File: src/rtl/ball_motion_ctrl_if.sv
// ---------------------------------------------------------------------------
// ball_motion_ctrl_if
// Bundles the control strobes, paddle/velocity inputs and the packed ball
// coordinate / game status outputs of ball_motion_ctrl.
//   master : game logic / stimulus side (drives tick, launch, pd_x, vel_*)
//   slave  : ball engine side (drives o_bx, o_by, b_active, state, lives,
//            busy, game_over)
// Ball i occupies [14i+:14] of vel_x/vel_y and [10i+:10] of o_bx/o_by.
// ---------------------------------------------------------------------------
interface ball_motion_ctrl_if #(
    parameter int BALL_NUM = 3
);
    logic                     tick;
    logic                     launch;
    logic [9:0]               pd_x;
    logic [BALL_NUM*14-1:0]   vel_x;
    logic [BALL_NUM*14-1:0]   vel_y;
    logic [BALL_NUM*10-1:0]   o_bx;
    logic [BALL_NUM*10-1:0]   o_by;
    logic [BALL_NUM-1:0]      b_active;
    logic [1:0]               state;
    logic [2:0]               lives;
    logic                     busy;
    logic                     game_over;

    modport master (
        output tick, launch, pd_x, vel_x, vel_y,
        input  o_bx, o_by, b_active, state, lives, busy, game_over
    );

    modport slave (
        input  tick, launch, pd_x, vel_x, vel_y,
        output o_bx, o_by, b_active, state, lives, busy, game_over
    );
endinterface

File: src/rtl/ball_motion_ctrl.sv
// ---------------------------------------------------------------------------
// ball_motion_ctrl
// Ball engine for the Arkanoid datapath. BALL_NUM balls are serviced
// round-robin, one per cycle, in a sweep started by a tick strobe. Each ball
// moves by a fractional accumulator (UNIT = one pixel), bounces off the
// side/top walls and the paddle, and is lost at the bottom. A small game FSM
// (INIT/WAIT/PLAY/DEAD) handles launch, lives and game over.
// Ports:
//   clock  : system clock
//   reset  : synchronous, active-high reset
//   bus    : ball_motion_ctrl_if.slave (tick, launch, pd_x, vel_x, vel_y in;
//            o_bx, o_by, b_active, state, lives, busy, game_over out)
// All outputs come straight from flops.
// ---------------------------------------------------------------------------
module ball_motion_ctrl #(
    parameter int BALL_NUM = 3,
    parameter int MAXX     = 639,
    parameter int MAXY     = 479,
    parameter int RADIUS   = 8,
    parameter int PD_Y     = 470,
    parameter int PD_HALF  = 32,
    parameter int UNIT     = 10000,
    parameter int LIVES    = 3
) (
    input  logic                  clock,
    input  logic                  reset,
    ball_motion_ctrl_if.slave     bus
);

    // Game states
    localparam logic [1:0] ST_INIT = 2'd0;
    localparam logic [1:0] ST_WAIT = 2'd1;
    localparam logic [1:0] ST_PLAY = 2'd2;
    localparam logic [1:0] ST_DEAD = 2'd3;

    localparam int IDX_W = (BALL_NUM > 1) ? $clog2(BALL_NUM) : 1;
    localparam logic [IDX_W-1:0]    IDX_LAST   = IDX_W'(BALL_NUM - 1);
    localparam logic [BALL_NUM-1:0] ALL_ACTIVE = {BALL_NUM{1'b1}};

    // Geometry constants in datapath widths
    localparam logic [9:0]  X_MIN   = 10'(RADIUS);
    localparam logic [9:0]  X_MAX   = 10'(MAXX - RADIUS);
    localparam logic [9:0]  X_HOME  = 10'(MAXX / 2);
    localparam logic [9:0]  Y_MIN   = 10'(RADIUS);
    localparam logic [9:0]  Y_HOME  = 10'(PD_Y - RADIUS);
    localparam logic [9:0]  Y_PAD   = 10'(PD_Y - RADIUS);
    localparam logic [9:0]  Y_LOSS  = 10'(MAXY - RADIUS);
    localparam logic [10:0] PD_SPAN = 11'(PD_HALF);
    localparam logic [13:0] V_MAX   = 14'(UNIT - 1);
    localparam logic [14:0] ACC_MOD = 15'(UNIT);
    localparam logic [2:0]  LIVES_INIT = 3'(LIVES);

    // Horizontal direction at reset/launch: even balls right (0), odd left (1)
    function automatic logic [BALL_NUM-1:0] dx_home_pattern();
        logic [BALL_NUM-1:0] p;
        p = '0;
        for (int i = 0; i < BALL_NUM; i++) begin
            p[i] = ((i % 2) == 1);
        end
        return p;
    endfunction

    // -----------------------------------------------------------------------
    // State
    // -----------------------------------------------------------------------
    logic [1:0]          state_q,     state_d;
    logic [2:0]          lives_q,     lives_d;
    logic                game_over_q, game_over_d;
    logic                busy_q,      busy_d;
    logic [IDX_W-1:0]    idx_q,       idx_d;
    logic                pending_q,   pending_d;
    logic [BALL_NUM-1:0] active_q;
    logic [BALL_NUM-1:0] dx_left_q;   // 1 = moving left
    logic [BALL_NUM-1:0] dy_down_q;   // 1 = moving down
    logic [9:0]          x_q    [BALL_NUM];
    logic [9:0]          y_q    [BALL_NUM];
    logic [14:0]         accx_q [BALL_NUM];
    logic [14:0]         accy_q [BALL_NUM];

    // Control decode
    logic to_dead_s;
    logic start_s;
    logic launch_go_s;

    // Service datapath for the ball selected by idx_q
    logic [9:0]  cur_x_s, cur_y_s;
    logic [14:0] cur_ax_s, cur_ay_s;
    logic        cur_left_s, cur_down_s, cur_act_s;
    logic [13:0] vraw_x_s, vraw_y_s, vx_s, vy_s;
    logic [14:0] sum_x_s, sum_y_s;
    logic        step_x_s, step_y_s;
    logic [9:0]  nx_s, ny_s;
    logic [10:0] diff_s, dist_s;
    logic [9:0]  svc_x_s, svc_y_s;
    logic [14:0] svc_ax_s, svc_ay_s;
    logic        svc_left_s, svc_down_s, svc_act_s;

    // Decode of sweep start, launch and loss-of-all-balls conditions
    always_comb begin
        to_dead_s   = (state_q == ST_PLAY) && !busy_q && (active_q == '0);
        start_s     = bus.tick && !busy_q && (state_q != ST_DEAD) && !to_dead_s;
        launch_go_s = pending_q && !busy_q && (state_q == ST_WAIT);
    end

    // Game FSM, life counting and launch latch
    always_comb begin
        state_d     = state_q;
        lives_d     = lives_q;
        game_over_d = game_over_q;
        case (state_q)
            ST_INIT: begin
                state_d = ST_WAIT;
            end
            ST_WAIT: begin
                if (launch_go_s) begin
                    state_d = ST_PLAY;
                end else begin
                    state_d = ST_WAIT;
                end
            end
            ST_PLAY: begin
                if (to_dead_s) begin
                    state_d     = ST_DEAD;
                    lives_d     = lives_q - 3'd1;
                    game_over_d = (lives_q == 3'd1);
                end else begin
                    state_d = ST_PLAY;
                end
            end
            ST_DEAD: begin
                // With no lives left the block parks here until reset
                if ((lives_q != 3'd0) && bus.tick) begin
                    state_d = ST_WAIT;
                end else begin
                    state_d = ST_DEAD;
                end
            end
            default: begin
                state_d = ST_INIT;
            end
        endcase

        // Launch is only remembered while waiting; acting on it clears it
        if (launch_go_s) begin
            pending_d = 1'b0;
        end else if (bus.launch && (state_q == ST_WAIT)) begin
            pending_d = 1'b1;
        end else begin
            pending_d = pending_q;
        end
    end

    // Sweep sequencer: busy for BALL_NUM cycles, idx walks the balls
    always_comb begin
        busy_d = busy_q;
        idx_d  = idx_q;
        if (busy_q) begin
            if (idx_q == IDX_LAST) begin
                busy_d = 1'b0;
                idx_d  = '0;
            end else begin
                busy_d = 1'b1;
                idx_d  = idx_q + IDX_W'(1);
            end
        end else if (start_s) begin
            busy_d = 1'b1;
            idx_d  = '0;
        end else begin
            busy_d = 1'b0;
            idx_d  = idx_q;
        end
    end

    // Motion of the ball being serviced: accumulate, step, bounce, loss
    always_comb begin
        cur_x_s    = x_q[idx_q];
        cur_y_s    = y_q[idx_q];
        cur_ax_s   = accx_q[idx_q];
        cur_ay_s   = accy_q[idx_q];
        cur_left_s = dx_left_q[idx_q];
        cur_down_s = dy_down_q[idx_q];
        cur_act_s  = active_q[idx_q];

        vraw_x_s = bus.vel_x[int'(idx_q) * 14 +: 14];
        vraw_y_s = bus.vel_y[int'(idx_q) * 14 +: 14];
        vx_s     = (vraw_x_s > V_MAX) ? V_MAX : vraw_x_s;
        vy_s     = (vraw_y_s > V_MAX) ? V_MAX : vraw_y_s;

        // Both operands stay below UNIT, so 15 bits never overflow
        sum_x_s  = cur_ax_s + {1'b0, vx_s};
        sum_y_s  = cur_ay_s + {1'b0, vy_s};
        step_x_s = (sum_x_s >= ACC_MOD);
        step_y_s = (sum_y_s >= ACC_MOD);

        if (step_x_s) begin
            nx_s = cur_left_s ? (cur_x_s - 10'd1) : (cur_x_s + 10'd1);
        end else begin
            nx_s = cur_x_s;
        end
        if (step_y_s) begin
            ny_s = cur_down_s ? (cur_y_s + 10'd1) : (cur_y_s - 10'd1);
        end else begin
            ny_s = cur_y_s;
        end

        // |new x - paddle centre| without signed arithmetic
        diff_s = {1'b0, nx_s} - {1'b0, bus.pd_x};
        dist_s = diff_s[10] ? (11'd0 - diff_s) : diff_s;

        svc_x_s    = cur_x_s;
        svc_y_s    = cur_y_s;
        svc_ax_s   = cur_ax_s;
        svc_ay_s   = cur_ay_s;
        svc_left_s = cur_left_s;
        svc_down_s = cur_down_s;
        svc_act_s  = cur_act_s;

        if (state_q == ST_WAIT) begin
            // Ball rides on the paddle, clamped inside the side walls
            if (bus.pd_x < X_MIN) begin
                svc_x_s = X_MIN;
            end else if (bus.pd_x > X_MAX) begin
                svc_x_s = X_MAX;
            end else begin
                svc_x_s = bus.pd_x;
            end
            svc_y_s  = Y_HOME;
            svc_ax_s = 15'd0;
            svc_ay_s = 15'd0;
        end else if ((state_q == ST_PLAY) && cur_act_s) begin
            svc_x_s  = nx_s;
            svc_y_s  = ny_s;
            svc_ax_s = step_x_s ? (sum_x_s - ACC_MOD) : sum_x_s;
            svc_ay_s = step_y_s ? (sum_y_s - ACC_MOD) : sum_y_s;

            if (cur_left_s) begin
                if (nx_s <= X_MIN) begin
                    svc_left_s = 1'b0;
                end else begin
                    svc_left_s = 1'b1;
                end
            end else begin
                if (nx_s >= X_MAX) begin
                    svc_left_s = 1'b1;
                end else begin
                    svc_left_s = 1'b0;
                end
            end

            if (!cur_down_s) begin
                if (ny_s <= Y_MIN) begin
                    svc_down_s = 1'b1;
                end else begin
                    svc_down_s = 1'b0;
                end
            end else if ((ny_s == Y_PAD) && (dist_s <= PD_SPAN)) begin
                // Paddle hit wins over the loss check
                svc_down_s = 1'b0;
            end else if (ny_s >= Y_LOSS) begin
                // Lost: the final position is kept and never updated again
                svc_act_s = 1'b0;
            end else begin
                svc_down_s = 1'b1;
            end
        end else begin
            svc_x_s = cur_x_s;
        end
    end

    // Control registers
    always_ff @(posedge clock) begin
        if (reset) begin
            state_q     <= ST_INIT;
            lives_q     <= LIVES_INIT;
            game_over_q <= 1'b0;
            busy_q      <= 1'b0;
            idx_q       <= '0;
            pending_q   <= 1'b0;
        end else begin
            state_q     <= state_d;
            lives_q     <= lives_d;
            game_over_q <= game_over_d;
            busy_q      <= busy_d;
            idx_q       <= idx_d;
            pending_q   <= pending_d;
        end
    end

    // Per-ball registers: written by the sweep or re-armed by a launch
    always_ff @(posedge clock) begin
        if (reset) begin
            active_q  <= '0;
            dx_left_q <= dx_home_pattern();
            dy_down_q <= '0;
            for (int i = 0; i < BALL_NUM; i++) begin
                x_q[i]    <= X_HOME;
                y_q[i]    <= Y_HOME;
                accx_q[i] <= 15'd0;
                accy_q[i] <= 15'd0;
            end
        end else if (launch_go_s) begin
            active_q  <= ALL_ACTIVE;
            dx_left_q <= dx_home_pattern();
            dy_down_q <= '0;
        end else if (busy_q) begin
            x_q[idx_q]       <= svc_x_s;
            y_q[idx_q]       <= svc_y_s;
            accx_q[idx_q]    <= svc_ax_s;
            accy_q[idx_q]    <= svc_ay_s;
            dx_left_q[idx_q] <= svc_left_s;
            dy_down_q[idx_q] <= svc_down_s;
            active_q[idx_q]  <= svc_act_s;
        end else begin
            active_q <= active_q;
        end
    end

    // Pack the ball registers onto the renderer buses
    for (genvar g = 0; g < BALL_NUM; g++) begin : g_pack
        assign bus.o_bx[10*g +: 10] = x_q[g];
        assign bus.o_by[10*g +: 10] = y_q[g];
    end

    assign bus.b_active  = active_q;
    assign bus.state     = state_q;
    assign bus.lives     = lives_q;
    assign bus.busy      = busy_q;
    assign bus.game_over = game_over_q;

endmodule
File: src/flat_wrapper.sv
// flat-port wrapper written by rule: the top's interface ports become plain ports
module ball_motion_ctrl_flat 
#(
    parameter int BALL_NUM = 3,
    parameter int MAXX     = 639,
    parameter int MAXY     = 479,
    parameter int RADIUS   = 8,
    parameter int PD_Y     = 470,
    parameter int PD_HALF  = 32,
    parameter int UNIT     = 10000,
    parameter int LIVES    = 3
)
  (clock, reset, bus_tick, bus_launch, bus_pd_x, bus_vel_x, bus_vel_y, bus_o_bx, bus_o_by, bus_b_active, bus_state, bus_lives, bus_busy, bus_game_over);
  ball_motion_ctrl_if #(.BALL_NUM(BALL_NUM)) bus_i ();
  input  logic clock;
  input  logic reset;
  input wire logic [$bits(bus_i.tick)-1:0] bus_tick;
  input wire logic [$bits(bus_i.launch)-1:0] bus_launch;
  input wire logic [$bits(bus_i.pd_x)-1:0] bus_pd_x;
  input wire logic [$bits(bus_i.vel_x)-1:0] bus_vel_x;
  input wire logic [$bits(bus_i.vel_y)-1:0] bus_vel_y;
  output wire logic [$bits(bus_i.o_bx)-1:0] bus_o_bx;
  output wire logic [$bits(bus_i.o_by)-1:0] bus_o_by;
  output wire logic [$bits(bus_i.b_active)-1:0] bus_b_active;
  output wire logic [$bits(bus_i.state)-1:0] bus_state;
  output wire logic [$bits(bus_i.lives)-1:0] bus_lives;
  output wire logic [$bits(bus_i.busy)-1:0] bus_busy;
  output wire logic [$bits(bus_i.game_over)-1:0] bus_game_over;
  assign bus_i.tick = bus_tick;
  assign bus_i.launch = bus_launch;
  assign bus_i.pd_x = bus_pd_x;
  assign bus_i.vel_x = bus_vel_x;
  assign bus_i.vel_y = bus_vel_y;
  assign bus_o_bx = bus_i.o_bx;
  assign bus_o_by = bus_i.o_by;
  assign bus_b_active = bus_i.b_active;
  assign bus_state = bus_i.state;
  assign bus_lives = bus_i.lives;
  assign bus_busy = bus_i.busy;
  assign bus_game_over = bus_i.game_over;
  ball_motion_ctrl #(.BALL_NUM(BALL_NUM), .MAXX(MAXX), .MAXY(MAXY), .RADIUS(RADIUS), .PD_Y(PD_Y), .PD_HALF(PD_HALF), .UNIT(UNIT), .LIVES(LIVES)) u_core (.clock(clock), .reset(reset), .bus(bus_i));
endmodule
File: config.mk
export PLATFORM = sky130hd
export DESIGN_NAME = ball_motion_ctrl_flat
export DESIGN_NICKNAME = d
export VERILOG_FILES = /design/src/rtl/ball_motion_ctrl_if.sv /design/src/rtl/ball_motion_ctrl.sv /design/src/flat_wrapper.sv
export SDC_FILE = /design/constraint.sdc
export NUM_CORES = 1
export LEC_CHECK = 0
export BUFFER_PORTS_ARGS = -buffer_cell sky130_fd_sc_hd__buf_2
export CAP_MARGIN = 10
export CORE_ASPECT_RATIO = 0.6
export CORE_MARGIN = 3
export CORE_UTILIZATION = 45
export CTS_CLUSTER_SIZE = 25
export DETAILED_ROUTE_END_ITERATION = 7
export GPL_ROUTABILITY_DRIVEN = 0
export PLACE_DENSITY_LB_ADDON = 0.3
export SYNTH_ARGS = -nofsm -noshare
export SYNTH_HDL_FRONTEND = slang
export SYNTH_SLANG_ARGS = --single-unit
File: constraint.sdc
create_clock -name clock -period 7.45 [get_ports clock]
set_clock_uncertainty 0.1 [all_clocks]
set_input_delay 1.49 -clock clock [delete_from_list [all_inputs] [get_ports clock]]
set_output_delay 1.49 -clock clock [all_outputs]
set_load 0.005 [all_outputs]
==> results of run 1 <==
-- worst max-delay path: cells and delay by family --
kind / cells / cell delay, ns
multiplexers: 1 / 0.14
buffers and inverters: 5 / 0.78
AND/OR/NAND/NOR: 11 / 1.50
adder cells (fa/ha/maj): 2 / 0.66
XOR/XNOR: 2 / 0.31
AO/OA/AOI/OAI: 12 / 2.62
-- worst paths after layout --
path / slack [ns] / cells after the start / from / endpoint
hold / removal: 0.37 / 2 / u_core.dy_down_q[2]$_SDFFE_PP0P_ / u_core.dy_down_q[2]$_SDFFE_PP0P_
hold reg to reg: 0.37 / 2 / u_core.dy_down_q[2]$_SDFFE_PP0P_ / u_core.dy_down_q[2]$_SDFFE_PP0P_
setup / recovery: 0.31 / 33 / bus_vel_x[20] / u_core.dy_down_q[0]$_SDFFE_PP0P_
setup reg to reg: 0.37 / 29 / u_core.idx_q[0]$_SDFFE_PP0N_ / u_core.dy_down_q[0]$_SDFFE_PP0P_
-- synth_stat cells (all sizes together), types with 6 or more instances --
| cell | count | area (µm²) |
|---|---|---|
| nor4 | 11 | 75.1 |
| ha | 61 | 763 |
| nor2 | 179 | 672 |
| nand2b | 13 | 81.3 |
| nand4 | 8 | 50.1 |
| o21bai | 6 | 45.0 |
| nor2b | 10 | 62.6 |
| and3 | 12 | 75.1 |
| inv | 55 | 206 |
| mux2i | 45 | 450 |
| a21oi | 89 | 453 |
| nor3 | 68 | 375 |
| o21a | 15 | 113 |
| clkbuf | 40 | 150 |
| edfxtp | 200 | 6010 |
| nand3 | 53 | 265 |
| a211o | 7 | 61.3 |
| o211ai | 22 | 165 |
| a31oi | 12 | 75.1 |
| o31ai | 8 | 70.1 |
| a21o | 27 | 203 |
| buf | 26 | 166 |
| xnor2 | 37 | 324 |
| and2 | 18 | 113 |
| xor2 | 18 | 165 |
| o21ai | 39 | 195 |
| dfxtp | 21 | 420 |
| nand2 | 120 | 450 |
| a41oi | 6 | 67.6 |
| a21boi | 8 | 60.1 |
| a211oi | 9 | 72.6 |
| or2 | 8 | 50.1 |
| or3 | 9 | 61.3 |
| mux4 | 50 | 1130 |
-- cell families (layout without fill, tap and decap cells) --
logic type	count (synthesis)	count (layout)	share of synthesized area
and+or+nand+nor	531	531	0.174
adders and majority gates	66	66	0.0596
AOI/OAI and AO/OA	294	294	0.140
muxes	100	100	0.113
xor gates and xnor gates	55	55	0.0338
DFF	221	221	0.443
buffers and inverters	121	329	0.0361
-- sequential cells by signal, summed over array words and instances, names as in the netlist, 3 cells and up, named ones only --
signal	flops
u_core.bus.b_active	3
u_core.accy_q	60
u_core.dy_down_q	3
u_core.x_q	40
u_core.dx_left_q	3
u_core.y_q	40
u_core.accx_q	60
u_core.bus.lives	3
-- power groups by stage --
stage               Clock [mW]  Combinational (mW)  Sequential, mW
finish                    1.19                1.75            1.43
global placement             0                1.57            1.45
CTS                       1.21                1.62            1.43
detailed placement           0                1.61            1.45
floorplan                    0                1.17            1.44
global route              1.26                1.90            1.43
-- repair_timing --
action / CTS / global route
setup buffers: 0 / 7
gates resized for setup: 0 / 27
endpoints found under the setup margin: 0 / 3
-- metrics by stage --
stage	worst slack [ns]	hold slack (ns)	area [µm²]	instances
CTS	0.217	0.369	16800	2005
global placement	0.0118	0.343	16000	1964
floorplan	0.0178	0.329	14500	1388
detailed placement	-0.303	0.354	16000	1964
finish	0.309	0.369	16900	2012
global route	-0.0410	0.393	16900	2012
-- final cells by class --
type,instances,area share
clock buffers,26,0.0347
well taps,416,0.0308
flip-flops and latches,221,0.380
repair buffers,233,0.0787
clock inverters,15,0.00983
multi-input cells,1046,0.454
inverters,55,0.0122
-- metal layers --
layer / global-route usage / vias up / share of wire
li1: - / 5601 / -
met1: 0.386 / 5869 / 0.45
met2: 0.360 / 680 / 0.42
met3: 0.0657 / 77 / 0.12
met4: 0.0574 / 0 / 0.021
met5: 0 / - / 0
==> summary.txt, run 1 <==
Outcome
  – Status: finished clean

Synth
  – Sequential area share after synthesis: 0.443
  – Ys Warns: 0
  – Cell variety after synth: between 80 and 90
  – Ys async rst share: 0
  – Post-synth EDFFs: 200
  – Register bit total from synthesis: ~220
  – Synth Flop Type: edfxtp_1
  – Syn nets: ~1.6k
  – Mean post-synth cell area: about 10 µm²
  – Post-Syn Area: about 0.014 mm²
  – Cells after Synth: between 1k and 1.5k

Final layout
  – FILL cells: 2739
  – Most frequent cells in the layout: edfxtp_1, nor2_1, buf_2
  – Multi-input gate area: roughly 0.0077 mm²
  – N_diodes: 0
  – Final core utilization: 0.538
  – Layout area overhead: 16.8%
  – Most common cell after layout, fill and taps aside: edfxtp_1
  – Share of cells above drive strength 1: 0.244
  – Storage cell area: 0.00643 mm²
  – NumNets Final: 1744

Die
  – Die width: approximately 240 µm
  – Initial core utilization: 0.460
  – # rows: 50
  – Die ar.: between 0.03 and 0.04 mm²
  – Die Ht: roughly 140 µm
  – Core Area: 0.0315 mm²
  – I/O Pins: around 170

Global route
  – GR Overflow Total: 0
  – Vias in the first global route: between 10k and 15k
  – Largest net degree at the start of global routing: between 50 and 60
  – Initial antenna violation count: 0
  – Global-route wire length before repair: 68.3 mm
  – Global-route usage over all layers: 0.253

Drt
  – Total Wirelength: 44.4 mm
  – DR WL/cell: ~22 µm
  – Final ANT Viol Nets: 0
  – DRT iter0 DRCs: about 1.5k
  – DRC Markers: 0
  – Drt via density: roughly 6
  – First-pass detailed-route iteration total: 5
  – Via Count: around 12k

Placement
  – HPWL Detailed: approximately 30 mm
  – Port Buffers: 167

Clock network
  – Clock Sinks: between 200 and 250
  – CTS Buffer Depth: 3
  – CTS buffer count: 23
  – Clock Latency Late Sink: between 0.5 and 0.6 ns
  – Clk slew on worst S/H paths: 0.06 ns
  – CTS tree: done
  – Hold-fix buffers, CTS: 0
  – H-tree depth: 1
  – Root Buffer: clkbuf_16

Job
  – Max Cap Viol: 0

Critical path
  – Critical-path top delay cell: o41ai_2
  – Crit path max fanout: 14
  – CP Class: primary input to flip-flop
  – Worst Path Required: around 7.8 ns
  – Startpoint Class: primary input
  – Crit path arrival time: 7.46 ns
  – Setup crit end kind: flip-flop
  – Crit path largest cell delay: about 0.47 ns
  – Cell mode on critical path: buf_4

Power
  – Logic pwr share: 0.400
  – PD cells: around 260 mW/mm²
  – Seq pwr share: 0.327
  – P_int: approximately 2.8 mW
  – Switching share of power: 0.360
  – Worst IR Drop VDD: about 0.00016 V
  – Leakage: between 6 and 7 nW
  – Final Power: approximately 4.4 mW
  – Net Switching: between 1.5 and 2 mW
  – Clock network fraction of total power: 0.273

STA
  – Final Max Tran Viols: 0
  – Setup TNS: 0 ns
  – Max Clk Rate: approximately 0.14 GHz
  – Fin crit share: 0.959
  – Count of final setup violators: 0
  – Final Hold Fails: 0
  – Post-layout min period: a little over 7 ns
  – Least-Margin Pin Slew: approximately 1.1 ns
  – Relative slew slack: 0.274

Worst hold path
  – Worst Hold Class: flip-flop to flip-flop
(Power assumes the default switching activity.)
==> run 2, diff against run 1 <==
--- a/config.mk
+++ b/config.mk
@@ -14,6 +14,7 @@
 export DETAILED_ROUTE_END_ITERATION = 7
 export GPL_ROUTABILITY_DRIVEN = 0
 export PLACE_DENSITY_LB_ADDON = 0.3
+export SETUP_SLACK_MARGIN = 0.02
 export SYNTH_ARGS = -nofsm -noshare
 export SYNTH_HDL_FRONTEND = slang
 export SYNTH_SLANG_ARGS = --single-unit
==> constraint.sdc (replaced) <==
create_clock -name clock -period 6.6 [get_ports clock]
set_clock_uncertainty 0.1 [all_clocks]
set_input_delay 0.66 -clock clock [delete_from_list [all_inputs] [get_ports clock]]
set_output_delay 0.66 -clock clock [all_outputs]
set_load 0.005 [all_outputs]
==> summary.txt, run 2 (synthesized netlist as in run 1, its figures left out) <==
Clock network
  – Clock Latency Late Sink: 0.54 ns (about the same)
  – CTS Buffer Depth: 3 (unchanged)
  – Root Buffer: clkbuf_16
  – Hold-fix buffers, CTS: 0 (unchanged)
  – CTS buffer count: 23 (unchanged)
  – Clk slew on worst S/H paths: 0.07 ns (about the same)
  – CTS tree: done
  – H-tree depth: 1 (unchanged)
  – Clock Sinks: 221 (unchanged)

Drt
  – Drt via density: 6.09 (+0.24%)
  – DRC Markers: 0 (unchanged)
  – First-pass detailed-route iteration total: 6 (+1)
  – Total Wirelength: 45.3 mm (+2.1%)
  – Via Count: 12.4k (+1.8%)
  – Final ANT Viol Nets: 0 (unchanged)
  – DRT iter0 DRCs: 1401 (-5.7%)
  – DR WL/cell: 22.2 µm (+0.53%)

Final layout
  – Final Cell Area: 0.0174 mm² (+2.7%)
  – Storage cell area: 0.00643 mm² (about the same)
  – NumNets Final: 1774 (+1.7%)
  – Share of cells above drive strength 1: 0.280 (+0.0359)
  – Most frequent cells in the layout: edfxtp_1, nor2_1, buf_2
  – Multi-input gate area: 0.00794 mm² (+3.3%)
  – Final core utilization: 0.553 (+0.0147)
  – FILL cells: 2759 (+0.73%)
  – Top Registers: u_core.accx_q x60, u_core.accy_q x60
  – Layout area overhead: 20.0%
  – Fin cells: 2043 (+1.5%)
  – Most common cell after layout, fill and taps aside: edfxtp_1
  – N_diodes: 0 (unchanged)

Die
  – Die width: 238 µm (unchanged)
  – # rows: 50 (unchanged)
  – I/O Pins: 168 (unchanged)
  – Die ar.: 0.0345 mm² (unchanged)
  – Die Ht: 145 µm (unchanged)
  – Initial core utilization: 0.460 (unchanged)
  – Core Area: 0.0315 mm² (unchanged)

Power
  – Worst IR Drop VDD: 0.000160 V (-0.63%)
  – Leakage: 6.62 nW (+2.9%)
  – PD cells: 296 mW/mm² (+15%)
  – Final Power: 5.15 mW (+18%)

Critical path
  – Cell mode on critical path: buf_4
  – Setup crit end kind: flip-flop
  – Crit path max fanout: 7 (-7)
  – Critical-path top delay cell: dfxtp_4
  – Startpoint Class: flip-flop
  – Crit path arrival time: 6.87 ns (-0.59 ns)
  – CP Class: flip-flop to flip-flop
  – Crit path largest cell delay: 0.40 ns (-0.07 ns)
  – Worst Path Required: 6.92 ns (-0.85 ns)

STA
  – Worst Setup Slack, final: 0.0472 ns (-0.261 ns)
  – Count of final setup violators: 0 (unchanged)
  – Relative slew slack: 0.245 (-0.0290)
  – Final Max Tran Viols: 0 (unchanged)
  – Post-layout min period: ~6.6 ns
  – Final hold slack: 0.285 ns (-0.0837 ns)
  – Least-Margin Pin Slew: 1.13 ns (+0.0434 ns)
  – RSZ-0062 raised after global routing: yes
  – Final Hold Fails: 0 (unchanged)
  – Max Clk Rate: around 0.15 GHz
  – Setup TNS: 0 ns (unchanged)
  – Fin crit share: 0.993

Placement
  – HPWL Detailed: 31.7 mm (+2.6%)
  – Dpl cells: 1978 (+0.71%)
  – Port Buffers: 167 (unchanged)
  – Pre-CTS setup slack: -0.355 ns (-0.0520 ns)
  – Placed Area: 0.0162 mm² (+0.84%)

Global route
  – GR Overflow Total: 0 (unchanged)
  – Vias in the first global route: 11.8k (+1.7%)
  – Global-route wire length before repair: 68.6 mm (+0.47%)
  – Global-route usage over all layers: 0.252 (-0.000940)
  – Largest net degree at the start of global routing: 51 (-1.9%)
  – Initial antenna violation count: 0 (unchanged)

Job
  – Max Cap Viol: 0 (unchanged)

Outcome
  – Status: finished clean

Worst hold path
  – Worst Hold Class: primary input to flip-flop
==> run 2: critical path: cells and delay by family (launching register included) <==
| kind | cells | cell delay [ns] |
|---|---|---|
| AOI/OAI and AO/OA | 12 | 2.56 |
| xor gates and xnor gates | 2 | 0.35 |
| adders and majority gates | 3 | 0.88 |
| buffers and inverters | 4 | 0.62 |
| DFF | 1 | 0.40 |
| muxes | 1 | 0.32 |
| and+or+nand+nor | 8 | 1.15 |
==> run 2: per-layer routing <==
layer	routed length (µm)	vias up	track usage
met5	0	-	0
li1	-	5650	-
met4	623	0	0.0422
met1	21100	6106	0.400
met3	4460	51	0.0503
met2	19100	638	0.360
==> run 2: path summary, 6_finish.rpt <==
check | slack, ns | to | startpoint | cells after the start
worst min-delay path | 0.29 | u_core.pending_q$_SDFFE_PP0P_ | bus_launch | 3
worst max register to register | 0.05 | u_core.dy_down_q[2]$_SDFFE_PP0P_ | u_core.idx_q[0]$_SDFFE_PP0N_ | 30
worst min register to register | 0.37 | u_core.pending_q$_SDFFE_PP0P_ | u_core.pending_q$_SDFFE_PP0P_ | 2
worst max-delay path | 0.05 | u_core.dy_down_q[2]$_SDFFE_PP0P_ | u_core.idx_q[0]$_SDFFE_PP0N_ | 30
==> run 2: layout make-up <==
cell class	instances	area share
multi-input cells	1046	0.457
flip-flops and latches	221	0.370
repair buffers	263	0.0911
clock buffers	25	0.0335
well taps	416	0.0299
inverters	55	0.0119
clock inverters	17	0.00691
==> run 2: repair_timing <==
item	4_1_cts	5_1_grt
resized for setup	20	54
pin swaps	10	34
buffers inserted	6	17
setup endpoints to repair	3	50
==> run 2: where the power goes <==
| group | switching, mW | internal (mW) |
|---|---|---|
| clock network | 0.574 | 0.682 |
| registers | 0.0249 | 1.58 |
| logic | 1.30 | 0.994 |
| total | 1.90 | 3.25 |
